`src/rtl/sync_regen_pkg.sv`:
```
// Shared types and default 81 MHz timing for the composite-sync regenerator.
package sync_regen_pkg;

  typedef enum logic [1:0] {
    SEARCH   = 2'd0,
    ACQUIRE  = 2'd1,
    LOCKED   = 2'd2,
    FLYWHEEL = 2'd3
  } state_e;

  localparam int TIMER_W = 16;

  localparam int LINE_625_DEF     = 5184;
  localparam int LINE_525_DEF     = 5148;
  localparam int LINE_TOL_DEF     = 200;
  localparam int LOCK_COUNT_DEF   = 4;
  localparam int MISS_LIMIT_DEF   = 8;
  localparam int HSYNC_WIDTH_DEF  = 381;
  localparam int VWIN_START_DEF   = 648;
  localparam int VWIN_END_DEF     = 4212;
  localparam int FIELD_THRESH_DEF = 1620;
  localparam int LINE_W_DEF       = 10;

  function automatic logic [TIMER_W-1:0] sat_inc(input logic [TIMER_W-1:0] v);
    return (&v) ? v : v + TIMER_W'(1);
  endfunction

endpackage

```
`src/rtl/csync_sync_edge.sv`:
```
// Two-flop synchroniser for the raw csync pin plus registered single-cycle edge pulses.
module csync_sync_edge (
  input  logic clk_i,
  input  logic n_reset_i,
  input  logic csync_i,
  output logic fall_o,
  output logic rise_o
);

  logic meta_q, sync_q, prev_q;
  logic fall_q, rise_q;

  // Synchroniser resets to the idle (high) level so release never fakes an edge.
  always_ff @(posedge clk_i or negedge n_reset_i) begin
    if (!n_reset_i) begin
      meta_q <= 1'b1;
      sync_q <= 1'b1;
      prev_q <= 1'b1;
      fall_q <= 1'b0;
      rise_q <= 1'b0;
    end else begin
      meta_q <= csync_i;
      sync_q <= meta_q;
      prev_q <= sync_q;
      fall_q <= prev_q & ~sync_q;
      rise_q <= ~prev_q & sync_q;
    end
  end

  assign fall_o = fall_q;
  assign rise_o = rise_q;

endmodule

```
`src/rtl/sync_regenerator_flywheel.sv`:
```
// Recovers hsync/vsync/field/line number from composite sync, with a lock FSM and
// flywheel that substitutes synthetic hsyncs for missing pulses.
//
//   state    | meaning
//   ---------+----------------------------------------------------------
//   SEARCH   | no timing reference; first falling edge starts acquisition
//   ACQUIRE  | counting consecutive in-window falling edges toward lock
//   LOCKED   | tracking; falling or rising edges accepted in the window
//   FLYWHEEL | edges missing; synthetic hsync every period until limit
module sync_regenerator_flywheel
  import sync_regen_pkg::*;
#(
  parameter int LINE_625     = LINE_625_DEF,
  parameter int LINE_525     = LINE_525_DEF,
  parameter int LINE_TOL     = LINE_TOL_DEF,
  parameter int LOCK_COUNT   = LOCK_COUNT_DEF,
  parameter int MISS_LIMIT   = MISS_LIMIT_DEF,
  parameter int HSYNC_WIDTH  = HSYNC_WIDTH_DEF,
  parameter int VWIN_START   = VWIN_START_DEF,
  parameter int VWIN_END     = VWIN_END_DEF,
  parameter int FIELD_THRESH = FIELD_THRESH_DEF,
  parameter int LINE_W       = LINE_W_DEF
) (
  input  logic              clk_i,
  input  logic              n_reset_i,
  input  logic              csync_i,
  input  logic              is525_i,
  output logic              hsync_o,
  output logic              hsync_wide_o,
  output logic              vsync_o,
  output logic              is_field_odd_o,
  output logic [LINE_W-1:0] line_number_o,
  output logic              locked_o,
  output logic              flywheel_active_o
);

  localparam int WIDE_W = $clog2(HSYNC_WIDTH + 1);

  localparam logic [TIMER_W-1:0] P625_T = TIMER_W'(LINE_625);
  localparam logic [TIMER_W-1:0] P525_T = TIMER_W'(LINE_525);
  localparam logic [TIMER_W-1:0] TOL_T  = TIMER_W'(LINE_TOL);
  localparam logic [TIMER_W-1:0] VS_T   = TIMER_W'(VWIN_START);
  localparam logic [TIMER_W-1:0] VE_T   = TIMER_W'(VWIN_END);
  localparam logic [TIMER_W-1:0] FT_T   = TIMER_W'(FIELD_THRESH);
  localparam logic [7:0]         LOCK_C = 8'(LOCK_COUNT);
  localparam logic [7:0]         MISS_C = 8'(MISS_LIMIT);
  localparam logic [WIDE_W-1:0]  WIDE_T = WIDE_W'(HSYNC_WIDTH);

  state_e              state_q, state_d;
  logic [TIMER_W-1:0]  lt_q, lt_d;
  logic [7:0]          good_q, good_d;
  logic [7:0]          miss_q, miss_d;
  logic                period_sel_q, period_sel_d;
  logic                hs_q, hs_d;
  logic                vs_q, vs_d;
  logic                armed_q, armed_d;
  logic                odd_q, odd_d;
  logic [LINE_W-1:0]   line_q, line_d;
  logic [WIDE_W-1:0]   wide_q, wide_d;

  logic                fall, rise;
  logic                synthetic;
  logic                in_win, accept_fall, accept_any, timeout, is_locked;
  logic [TIMER_W-1:0]  period, win_lo, win_hi;

  csync_sync_edge u_edge (
    .clk_i     (clk_i),
    .n_reset_i (n_reset_i),
    .csync_i   (csync_i),
    .fall_o    (fall),
    .rise_o    (rise)
  );

  assign period      = period_sel_q ? P525_T : P625_T;
  assign win_lo      = period - TOL_T;
  assign win_hi      = period + TOL_T;
  assign in_win      = (lt_q >= win_lo) && (lt_q <= win_hi);
  assign accept_fall = fall && in_win;
  assign accept_any  = (fall || rise) && in_win;
  // The timer holds 0 (or LINE_TOL) in the hsync cycle itself, so firing one count
  // early puts the synthetic pulse exactly P+LINE_TOL after the last real one.
  assign timeout     = (lt_q >= win_hi - TIMER_W'(1));
  assign is_locked   = (state_q == LOCKED) || (state_q == FLYWHEEL);

  always_comb begin
    state_d      = state_q;
    good_d       = good_q;
    miss_d       = miss_q;
    period_sel_d = period_sel_q;
    hs_d         = 1'b0;
    synthetic    = 1'b0;

    unique case (state_q)
      SEARCH: begin
        if (fall) begin
          hs_d         = 1'b1;
          good_d       = 8'd1;
          period_sel_d = is525_i;
          state_d      = ACQUIRE;
        end
      end
      ACQUIRE: begin
        if (accept_fall) begin
          hs_d   = 1'b1;
          good_d = good_q + 8'd1;
          if (good_q + 8'd1 >= LOCK_C) state_d = LOCKED;
        end else if (lt_q > win_hi) begin
          good_d  = 8'd0;
          state_d = SEARCH;
        end
      end
      LOCKED: begin
        if (accept_any) begin
          hs_d = 1'b1;
        end else if (timeout) begin
          hs_d      = 1'b1;
          synthetic = 1'b1;
          miss_d    = 8'd1;
          state_d   = FLYWHEEL;
        end
      end
      FLYWHEEL: begin
        if (miss_q >= MISS_C) begin
          miss_d  = 8'd0;
          good_d  = 8'd0;
          state_d = SEARCH;
        end else if (accept_any) begin
          hs_d    = 1'b1;
          miss_d  = 8'd0;
          state_d = LOCKED;
        end else if (timeout) begin
          hs_d      = 1'b1;
          synthetic = 1'b1;
          miss_d    = miss_q + 8'd1;
        end
      end
      default: state_d = SEARCH;
    endcase

    if (hs_d) lt_d = synthetic ? TOL_T : '0;
    else      lt_d = sat_inc(lt_q);

    vs_d = is_locked && fall && armed_q && (lt_q >= VS_T) && (lt_q < VE_T);

    armed_d = armed_q;
    if ((state_q == SEARCH) || (state_d == SEARCH)) armed_d = 1'b0;
    else if (vs_d)                                  armed_d = 1'b0;
    else if (lt_q >= VE_T)                          armed_d = 1'b1;

    odd_d = vs_d ? (lt_q <= FT_T) : odd_q;

    line_d = line_q;
    if (vs_d)                  line_d = '0;
    else if (hs_d && !(&line_q)) line_d = line_q + LINE_W'(1);

    wide_d = wide_q;
    if (hs_d)              wide_d = WIDE_T;
    else if (wide_q != '0) wide_d = wide_q - WIDE_W'(1);
  end

  always_ff @(posedge clk_i or negedge n_reset_i) begin
    if (!n_reset_i) begin
      state_q      <= SEARCH;
      lt_q         <= '1;
      good_q       <= '0;
      miss_q       <= '0;
      period_sel_q <= 1'b0;
      hs_q         <= 1'b0;
      vs_q         <= 1'b0;
      armed_q      <= 1'b0;
      odd_q        <= 1'b0;
      line_q       <= '0;
      wide_q       <= '0;
    end else begin
      state_q      <= state_d;
      lt_q         <= lt_d;
      good_q       <= good_d;
      miss_q       <= miss_d;
      period_sel_q <= period_sel_d;
      hs_q         <= hs_d;
      vs_q         <= vs_d;
      armed_q      <= armed_d;
      odd_q        <= odd_d;
      line_q       <= line_d;
      wide_q       <= wide_d;
    end
  end

  assign hsync_o           = hs_q;
  assign hsync_wide_o      = (wide_q != '0);
  assign vsync_o           = vs_q;
  assign is_field_odd_o    = odd_q;
  assign line_number_o     = line_q;
  assign locked_o          = is_locked;
  assign flywheel_active_o = (state_q == FLYWHEEL);

endmodule

```
`config.mk`:
```
export PLATFORM = sky130hd
export DESIGN_NAME = sync_regenerator_flywheel
export DESIGN_NICKNAME = d
export VERILOG_FILES = /design/src/rtl/sync_regen_pkg.sv /design/src/rtl/csync_sync_edge.sv /design/src/rtl/sync_regenerator_flywheel.sv
export SDC_FILE = /design/constraint.sdc
export NUM_CORES = 1
export LEC_CHECK = 0
export ABC_AREA = 1
export CORE_UTILIZATION = 45
export DETAILED_ROUTE_END_ITERATION = 12
export PLACE_DENSITY = 0.63
export SYNTH_ARGS = -nofsm -noshare
export SYNTH_HDL_FRONTEND = slang
export SYNTH_SLANG_ARGS = --single-unit
export TNS_END_PERCENT = 5
```
`constraint.sdc`:
```
create_clock -name clk_i -period 2.2 [get_ports clk_i]
set_clock_uncertainty 0.05 [all_clocks]
set_input_delay 0.44 -clock clk_i [delete_from_list [all_inputs] [get_ports clk_i]]
set_output_delay 0.44 -clock clk_i [all_outputs]
set_load 0.02 [all_outputs]
```
==> flow_summary.ini <==
[placed_design]
hpwl_mm = 6.00
port_buffers = 19
place_ws_ns = -0.0980
place_area_mm2 = 0.00429
gp_congestion = 0.878

[route]
wire_per_inst_um = 12.7
routed_wirelength_mm = 8.45
dr.pass1.iters = 4
viasPerCell = 5.04
drc_errors = 0
drtIter0Drc = 173
antenna_left = 0
vias = 3347

[sta]
setup-tns-final_ns = -0.0323
slew_viol_final = 0
holdWs_ns = 0.0292
fin_crit_ns = 2.21
hold_violations = 0
max-slew-margin-rel = 0.695
tightest_slew_ns = 0.454
rsz0062_at_grt = true
fin_crit_sh = 1.00
setup_slack_ns = -0.00744
fmax_mhz = 453
final-setup-viol-count = 5

[floorplan]
io_pins = 20
start_util = 0.462
die_area_mm2 = 0.00877
die_h_um = 93.6
design.core.area_mm2 = 0.00818
row_count = 33
fp.dieW_um = 93.6

[critical_path]
critPathArrivalTime_ns = 2.39
crit_fanout = 5
startpoint = lt_q[6]
cp.required_ns = 2.39
worstSetupStartpointType = flop
criticalPathCategory = reg2reg
cp-end-kind = flop
r2r-start = lt_q[6]

[yosys]
synth_top_area_frac = 0.291
synth-seq-cells = 63
ys_seq_area_frac = 0.424
synth_nets = 513
synth_warnings = 0
synth_area_per_cell_um2 = 7.65
synthesis.area_mm2 = 0.00378
synth_area_leaders = dfrtp_1 (29%), dfstp_2 (13%), nand2_1 (11%)
yosysUniqueCellTypes = 38
synth_cells = 494
yosysTopAreaCell = dfrtp_1

[finish]
final_cell_area_mm2 = 0.00484
finalNetCount = 574
seq_area_mm2 = 0.00160
drive_above_1_share = 0.293
area_growth_pct = 28.0
multi_input_area_mm2 = 0.00212
fillCellCount = 716
n_antenna_cell = 0

[cts]
root_buffer = clkbuf_8
h-tree-depth = 3
cts_tree = yes
clock-sinks = 63
clkTransAtPathRegs_ns = 0.07
clk_path_buf_depth = 2
cts_buffers = 9
clk_latency_ns = 0.34

[grt]
grt_max_degree = 64
globalRouteOverflowTotal = 0
antenna_found_initial = 0
grt_pass1_vias = 3253
grt_first_pass_wirelength_mm = 14.6
track_usage = 0.213

[run]
drv_cap = 0

[pwr]
p_per_area_mw_per_mm2 = 851
peakVddDrop_v = 0.000413
power.total_mw = 4.11
p_leak_nw = 2.20

[hold_path]
hp-class = in2async

[run_status]
status = finished, violations left
violations = negative setup slack
==> power by group <==
| part | switching, mW | internal [mW] |
|---|---|---|
| Sequential | 0.167 | 1.33 |
| Clock | 0.453 | 0.578 |
| Combinational | 0.894 | 0.691 |
| Total | 1.51 | 2.60 |
==> registers in the layout (all words and copies together) (netlist names) <==
name            cells
period_sel_q        1
good_q              8
u_edge.sync_q       1
is_field_odd_o      1
lt_q               16
miss_q              8
hsync_o             1
u_edge.rise_o       1
u_edge.meta_q       1
line_number_o      10
armed_q             1
state_q             2
vsync_o             1
wide_q              9
u_edge.prev_q       1
u_edge.fall_o       1
==> cell usage after synthesis <==
cell      number
a21oi_2        4
nand3b_1       1
nand4_4        1
nor2_1        70
a21boi_0       1
nand2_2        7
nor3_2         1
ha_1          15
xor2_1        10
buf_2          3
o21bai_1       1
a22o_1         1
nor2_4         1
o31ai_1        1
nand3_1       49
clkbuf_1       1
nand3_2        1
dfstp_2       19
nand4_1       13
a21oi_1       15
a31oi_1        1
buf_6          4
inv_1         59
o22ai_1        1
o21ai_1        2
o21ai_0       13
dfrtp_1       44
nor2_2         8
inv_4          1
nor3_1         8
nand2_4        1
nand3_4        1
xnor2_1        6
inv_2          9
nand2_1      110
a41oi_1        1
or2_2          6
nor4_1         4
==> layout make-up <==
class,count,share of cell area
inverters,69,0.0556
well taps,105,0.0272
clock inverters,3,0.00880
multi-input cells,354,0.439
repair buffers,58,0.107
flip-flops and latches,63,0.331
clock buffers,12,0.0321
==> cell usage in the layout (no fill, tap or decap), types with 4 or more instances in the layout <==
| cell | count |
|---|---|
| ha_1 | 8 |
| o21ai_0 | 10 |
| a21oi_1 | 13 |
| nand3_1 | 37 |
| inv_1 | 55 |
| xnor2_1 | 6 |
| clkdlybuf4s50_1 | 17 |
| nand2_4 | 4 |
| nand2_1 | 97 |
| nand2_2 | 16 |
| inv_2 | 12 |
| or2_2 | 6 |
| a21oi_2 | 5 |
| nor2_2 | 12 |
| o21ai_1 | 4 |
| nand4_1 | 13 |
| nor2_1 | 65 |
| xor2_1 | 10 |
| dfrtp_1 | 43 |
| buf_6 | 8 |
| nor4_1 | 4 |
| nand3_2 | 12 |
| nor3_1 | 6 |
| ha_4 | 6 |
| buf_4 | 30 |
| clkbuf_8 | 11 |
| dfstp_2 | 19 |
==> final timing paths <==
| path | to | slack (ns) | depth (start not counted) |
|---|---|---|---|
| worst max-delay path | line_number_o[6] | -0.007 | 16 |
| worst max register to register | line_number_o[6] | -0.007 | 16 |
| worst min register to register | u_edge.sync_q | 0.31 | 0 |
| max in group asynchronous | lt_q[1] | 1.71 | 2 |
| min in group clk_i | u_edge.sync_q | 0.31 | 0 |
| worst min-delay path | period_sel_q | 0.03 | 2 |
==> routing by layer <==
layer	GRT usage	routed length [µm]	share of wire	vias to the layer above
li1	-	-	-	1706
met4	0.0692	108	0.013	0
met3	0.0423	267	0.032	10
met2	0.357	4140	0.49	49
met1	0.275	3930	0.47	1582
met5	0	0	0	-
==> stage by stage <==
stage,util,cells
final,0.592,664
after global routing,0.592,664
after CTS,0.566,663
after detailed placement,0.524,642
after global placement,0.524,642
after floorplan,-,494
==> cells by family after synthesis <==
logic type,share of synthesized area
AO/OA/AOI/OAI,0.0629
XOR/XNOR,0.0371
adder cells (fa/ha/maj),0.0497
buffers and inverters,0.0861
flip-flops,0.424
AND/OR/NAND/NOR,0.341
==> repair_timing <==
action                     in CTS  in global routing
resized for setup              26                 50
setup endpoints to repair      28                 56
pin swaps                      12                 25
hold buffers                    0                  0
buffers inserted                6                  2
==> worst max-delay path, cell delays in order (launching register included) <==
cell	delay [ns]
dfstp_2	0.56
ha_4	0.21
nand2_4	0.08
inv_1	0.05
a21oi_2	0.13
nand2_1	0.07
nand2_1	0.06
nand2_2	0.06
nand2_4	0.10
nand3_4	0.09
nand2_2	0.08
nand2_2	0.06
nand2_4	0.11
nand3_4	0.10
buf_6	0.16
nand3_1	0.06
nand2_1	0.05
Note: power is estimated with default switching activity, not from simulation.
